$ cat config.mk
export PLATFORM = sky130hd
export DESIGN_NAME = regfile_wb_sched
export DESIGN_NICKNAME = d
export VERILOG_FILES = /design/src/rtl/regfile_pkg.sv /design/src/rtl/rr_arb2.sv /design/src/rtl/regfile_wb_sched.sv
export SDC_FILE = /design/constraint.sdc
export NUM_CORES = 1
export LEC_CHECK = 0
export ABC_CLOCK_PERIOD_IN_PS = 7350
export CELL_PAD_IN_SITES_DETAIL_PLACEMENT = 1
export CELL_PAD_IN_SITES_GLOBAL_PLACEMENT = 1
export CORE_MARGIN = 10
export CORE_UTILIZATION = 32
export CTS_BUF_LIST = sky130_fd_sc_hd__clkbuf_4 sky130_fd_sc_hd__clkbuf_8
export CTS_CLUSTER_DIAMETER = 150
export CTS_CLUSTER_SIZE = 8
export DETAILED_ROUTE_END_ITERATION = 12
export PLACE_DENSITY = 0.95
export SYNTH_ARGS = -nofsm -noshare
export SYNTH_HDL_FRONTEND = slang
export SYNTH_SLANG_ARGS = --single-unit
export TNS_END_PERCENT = 50
$ cat constraint.sdc
create_clock -name clk -period 7.35 [get_ports clk]
set_clock_uncertainty 0.05 [all_clocks]
set_input_delay 2.205 -clock clk [delete_from_list [all_inputs] [get_ports clk]]
set_output_delay 2.205 -clock clk [all_outputs]
set_load 0.02 [all_outputs]
$ cat src/rtl/regfile_pkg.sv
// Shared constants and types for the register-file writeback scheduler.
//   REG_ADDR_W : register address width
//   REG_DATA_W : register data width
//   NUM_REGS   : number of architectural registers
//   rr_side_e  : round-robin pointer encoding for the two writeback sources
package regfile_pkg;

    localparam int REG_ADDR_W = 3;
    localparam int REG_DATA_W = 16;
    localparam int NUM_REGS   = 8;

    typedef enum logic {
        RR_A = 1'b0,
        RR_B = 1'b1
    } rr_side_e;

endpackage

$ cat src/rtl/rr_arb2.sv
// Two-way round-robin arbiter.
//   clk, rst : clock and asynchronous active-high reset
//   req[1:0] : request vector, bit 0 = side A, bit 1 = side B
//   gnt[1:0] : combinational one-hot (or zero) grant
// The pointer only moves after a contested cycle, so a lone requester never
// disturbs the fairness order between the two sides.
module rr_arb2
    import regfile_pkg::*;
(
    input  logic       clk,
    input  logic       rst,
    input  logic [1:0] req,
    output logic [1:0] gnt
);

    rr_side_e ptr_q;
    rr_side_e ptr_d;

    always_comb begin
        gnt   = 2'b00;
        ptr_d = ptr_q;
        unique case (req)
            2'b01: gnt = 2'b01;
            2'b10: gnt = 2'b10;
            2'b11: begin
                gnt   = (ptr_q == RR_A) ? 2'b01 : 2'b10;
                ptr_d = (ptr_q == RR_A) ? RR_B : RR_A;
            end
            default: gnt = 2'b00;
        endcase
    end

    always_ff @(posedge clk or posedge rst) begin
        if (rst) begin
            ptr_q <= RR_A;
        end else begin
            ptr_q <= ptr_d;
        end
    end

endmodule

$ cat src/rtl/regfile_wb_sched.sv
// Register-file writeback scheduler with a busy-bit scoreboard.
//   clk, rst                          : clock, asynchronous active-high reset
//   iss_valid/iss_dest/iss_src1/2     : instruction presented by issue stage
//   iss_ready                         : no hazard on any operand or destination
//   a_valid/a_dest/a_data, a_ready    : ALU writeback request and grant
//   b_valid/b_dest/b_data, b_ready    : memory writeback request and grant
//   reg_write_en/dest/data            : registered register-file write port
//   busy                              : bit n set while register n awaits writeback
//   err_wb_unbusy                     : sticky, a writeback targeted a non-busy register
module regfile_wb_sched
    import regfile_pkg::*;
#(
    parameter int DATA_W = REG_DATA_W,
    parameter int ADDR_W = REG_ADDR_W
) (
    input  logic                    clk,
    input  logic                    rst,
    input  logic                    iss_valid,
    input  logic [ADDR_W-1:0]       iss_dest,
    input  logic [ADDR_W-1:0]       iss_src1,
    input  logic [ADDR_W-1:0]       iss_src2,
    output logic                    iss_ready,
    input  logic                    a_valid,
    input  logic [ADDR_W-1:0]       a_dest,
    input  logic [DATA_W-1:0]       a_data,
    output logic                    a_ready,
    input  logic                    b_valid,
    input  logic [ADDR_W-1:0]       b_dest,
    input  logic [DATA_W-1:0]       b_data,
    output logic                    b_ready,
    output logic                    reg_write_en,
    output logic [ADDR_W-1:0]       reg_write_dest,
    output logic [DATA_W-1:0]       reg_write_data,
    output logic [(1<<ADDR_W)-1:0]  busy,
    output logic                    err_wb_unbusy
);

    localparam int NR = 1 << ADDR_W;

    logic [NR-1:0]     busy_q, busy_d;
    logic [NR-1:0]     set_vec, clr_vec;
    logic              we_q;
    logic [ADDR_W-1:0] wdest_q;
    logic [DATA_W-1:0] wdata_q;
    logic              err_q, err_d;
    logic [1:0]        gnt;
    logic              any_gnt;
    logic [ADDR_W-1:0] g_dest;
    logic [DATA_W-1:0] g_data;
    logic              g_unbusy;

    // Requests are masked during reset so no grant is visible while rst is high.
    rr_arb2 u_arb (
        .clk (clk),
        .rst (rst),
        .req ({b_valid & ~rst, a_valid & ~rst}),
        .gnt (gnt)
    );

    assign a_ready = gnt[0];
    assign b_ready = gnt[1];
    assign any_gnt = |gnt;
    assign g_dest  = gnt[1] ? b_dest : a_dest;
    assign g_data  = gnt[1] ? b_data : a_data;

    // No bypass: a register cleared this cycle only becomes usable next cycle.
    assign iss_ready = ~busy_q[iss_src1] & ~busy_q[iss_src2] & ~busy_q[iss_dest];

    always_comb begin
        set_vec = '0;
        clr_vec = '0;
        if (iss_valid && iss_ready) set_vec[iss_dest] = 1'b1;
        if (we_q) clr_vec[wdest_q] = 1'b1;
        // Set is applied after clear so a same-bit collision leaves it busy.
        busy_d   = (busy_q & ~clr_vec) | set_vec;
        // A register being retired this cycle counts as no longer busy.
        g_unbusy = ~busy_q[g_dest] | clr_vec[g_dest];
        err_d    = err_q | (any_gnt & g_unbusy);
    end

    always_ff @(posedge clk or posedge rst) begin
        if (rst) begin
            busy_q  <= '0;
            we_q    <= 1'b0;
            wdest_q <= '0;
            wdata_q <= '0;
            err_q   <= 1'b0;
        end else begin
            busy_q <= busy_d;
            err_q  <= err_d;
            we_q   <= any_gnt;
            if (any_gnt) begin
                wdest_q <= g_dest;
                wdata_q <= g_data;
            end
        end
    end

    assign reg_write_en   = we_q;
    assign reg_write_dest = wdest_q;
    assign reg_write_data = wdata_q;
    assign busy           = busy_q;
    assign err_wb_unbusy  = err_q;

endmodule

==> reports/metrics.cfg <==
[timing]
holdWs_ns = 0.4565
hold_viol_final = 0
drv_slew = 0
setup_viol = 0
fmax_mhz = 149.6
rsz0062_at_grt = no
slew_headroom_pct = 22.54
timing.final.crit_period_ns = 6.682
tightest_slew_ns = 1.161
fin_setup_tns_ns = 0
fin_crit_sh_pct = 90.92

[run_status]
status = complete, no violations

[critical_path]
path_max_fanout = 17
crit_chain = clkdlybuf4s50_1 > nor2b_1 > nand2_1 > inv_1 > clkdlybuf4s50_1
end_kind = output pin
cp-start-kind = primary input
cp_slowest_stage_delay_ns = 0.68
crit_required_ns = 5.10
cpMaxStageDelayCell = clkdlybuf4s50_1
critPathBufInv = 3
r2r-start = busy[7]$_DFF_PP0_
critPathKind = primary input to output pin
reg2reg_slack_ns = 5.44
cp_common_cell = clkdlybuf4s50_1
path_depth = 5
endpoint = a_ready
r2r-end = busy[4]$_DFF_PP0_
crit_start = a_valid
cp.arrival_ns = 4.43
ff2ff_path_depth = 5
crit_family = buffers and inverters

[drt]
drtIter0Drc = 69
wl_per_cell_um = 19.13
wl_um = 6713
drt-pass1-iter-count = 4
via_count = 1898
routed_via_density = 5.407
drc_errors = 0
drtAntennaViolNets = 0

[global_route]
antenna_found_initial = 0
globalRouteTotalUtil_pct = 15.02
grt_first_pass_wirelength_um = 10500
overflow = 0
grt_max_degree = 35
grt_pass1_vias = 2051

[cells_and_area]
antenna_cells = 0
drive_gt1_share_pct = 6.050
area_growth_pct = 57.17
layout_commonest_cell = clkdlybuf4s50_1
mostFrequentLayoutCells = clkdlybuf4s50_1 (83), nand2_1 (31), dfrtp_1 (30), nor2_1 (27), o21ai_0 (15)
fin_nets = 332

[power]
leakagePower_nw = 1.077
peakVddDrop_mv = 0.1059
power_density_mw_per_mm2 = 280.6

[logic_synthesis]
synth_top_area_share_pct = 43.26
synth_cell_type_count = 30
synthTopCellsByArea = dfrtp_1 (43%), mux4_2 (7.8%), nand2_1 (6.7%)
ys_seq_area_share_pct = 43.26
avgSynthCellArea_um2 = 8.809
syn_area_mm2 = 0.001735
synth_seq_cells = 30
yosysWarnings = 0
synth_fp_nets = 249
synth_top_cell_by_area = dfrtp_1
synth_cells = 197

[clock_tree]
ctsHoldBuffers = 0
path_clk_slew_ns = 0.06
cts_setup_buffers = 0
clkSinkCount = 30
numCtsBuffers = 5
clock_path_buffers = 2
h-tree-depth = 2
cts_resized = 0
insertion_delay_ns = 0.28
cts-root-buf = clkbuf_8
cts_tree = done

[placement]
place.gp.congestion = 0.8066
dp_hpwl_um = 5308
io_buffers = 83

[die]
core_area_mm2 = 0.005172
fp.dieW_um = 93.64
initial_core_util_pct = 33.55
dieArea_mm2 = 0.008768
num_rows = 26
die_h_um = 93.64
ios = 84

[worst_hold_path]
min_path_type = flip-flop to flip-flop

[flow_run]
cap_violations = 0

## logic make-up after synthesis
group	share of synthesized area (%)
multiplexers	10.09
AND/OR/NAND/NOR	24.66
flip-flops	43.26
buffers and inverters	2.667
AO/OA/AOI/OAI	18.82
XOR/XNOR	0.5048
## flip-flops by register name, summed over array words and instances (netlist names)
register,count
reg_write_data,16
u_arb.ptr_q,1
reg_write_dest,3
err_wb_unbusy,1
busy,8
reg_write_en,1
## power breakdown
| group | switching (W) | internal [W] | total [W] |
|---|---|---|---|
| Sequential | 0.0000643 | 0.000211 | 0.000275 |
| Combinational | 0.000172 | 0.000179 | 0.000351 |
| Clock | 0.0000606 | 0.0000791 | 0.000140 |
| Total | 0.000296 | 0.000469 | 0.000765 |
## worst min-delay path, cell delays in order (launching register included)
cell     delay, ns
dfrtp_1       0.34
nor2_1        0.05
nor2_1        0.08
## how the worst min path moves through the flow
stage / startpoint / endpoint / slack [ns] / cells past startpoint
2_1_floorplan: u_arb.ptr_q$_DFFE_PP0N_ / u_arb.ptr_q$_DFFE_PP0N_ / 0.43 / 1
3_3_place_gp: reg_write_data[0]$_DFFE_PP0P_ / reg_write_data[0]$_DFFE_PP0P_ / 0.44 / 2
3_5_place_dp: reg_write_data[2]$_DFFE_PP0P_ / reg_write_data[2]$_DFFE_PP0P_ / 0.45 / 2
4_1_cts: reg_write_data[2]$_DFFE_PP0P_ / reg_write_data[2]$_DFFE_PP0P_ / 0.47 / 2
5_1_grt: reg_write_data[1]$_DFFE_PP0P_ / reg_write_data[1]$_DFFE_PP0P_ / 0.52 / 2
6_report: reg_write_data[2]$_DFFE_PP0P_ / reg_write_data[2]$_DFFE_PP0P_ / 0.46 / 2
## cell usage after synthesis
cell type	instances
o311ai_1	1
nor2_1	28
xnor2_1	1
mux4_2	6
dfrtp_1	30
nand2b_1	9
mux2i_1	4
nor3b_1	4
nand3b_1	4
clkbuf_1	7
o21ai_1	1
nand4bb_1	1
and2_1	1
a22oi_1	1
and3_1	4
o211ai_1	2
o2111ai_1	1
o22ai_1	7
a211oi_1	2
a21oi_1	8
buf_2	1
nor4b_1	1
nor2b_1	3
o21ai_0	15
nand2_1	31
a31o_2	1
inv_1	4
a31oi_1	11
o31ai_1	4
nand3_1	4
## stage by stage
step / worst slack [ns] / utilization [%] / instances / instance area [um2] / power (W)
3_5_place_dp: 0.6763 / 50.90 / 343 / 2633 / 0.0006313
5_1_grt: 0.4804 / 52.73 / 351 / 2728 / 0.0008134
3_3_place_gp: 0.7719 / 50.90 / 343 / 2633 / 0.0006127
6_report: 0.6677 / 52.73 / 351 / 2728 / 0.0007655
2_1_floorplan: 1.826 / - / 197 / 1735 / 0.0004442
4_1_cts: 0.6572 / 52.73 / 351 / 2728 / 0.0007754
## cell type report
class	count	area, um2
Clock buffer	7	90.09
Clock inverter	1	5.005
Fill cell	605	2445
Inverter	4	15.01
Multi-Input combinational cell	155	940.9
Sequential cell	30	750.7
Tap cell	70	87.58
Timing Repair Buffer	84	838.3
## layer usage
layer  share of wire (%)  wire length (um)  up-vias  track usage, %
met1                  39              2611      926           15.82
met5                   0                 0        -               0
met2                  51              3424       84           26.91
met3                 8.6               576       13           5.995
met4                 1.5               102        0           4.430
li1                    -                 -      875               -
Note: power is estimated with default switching activity, not from simulation.
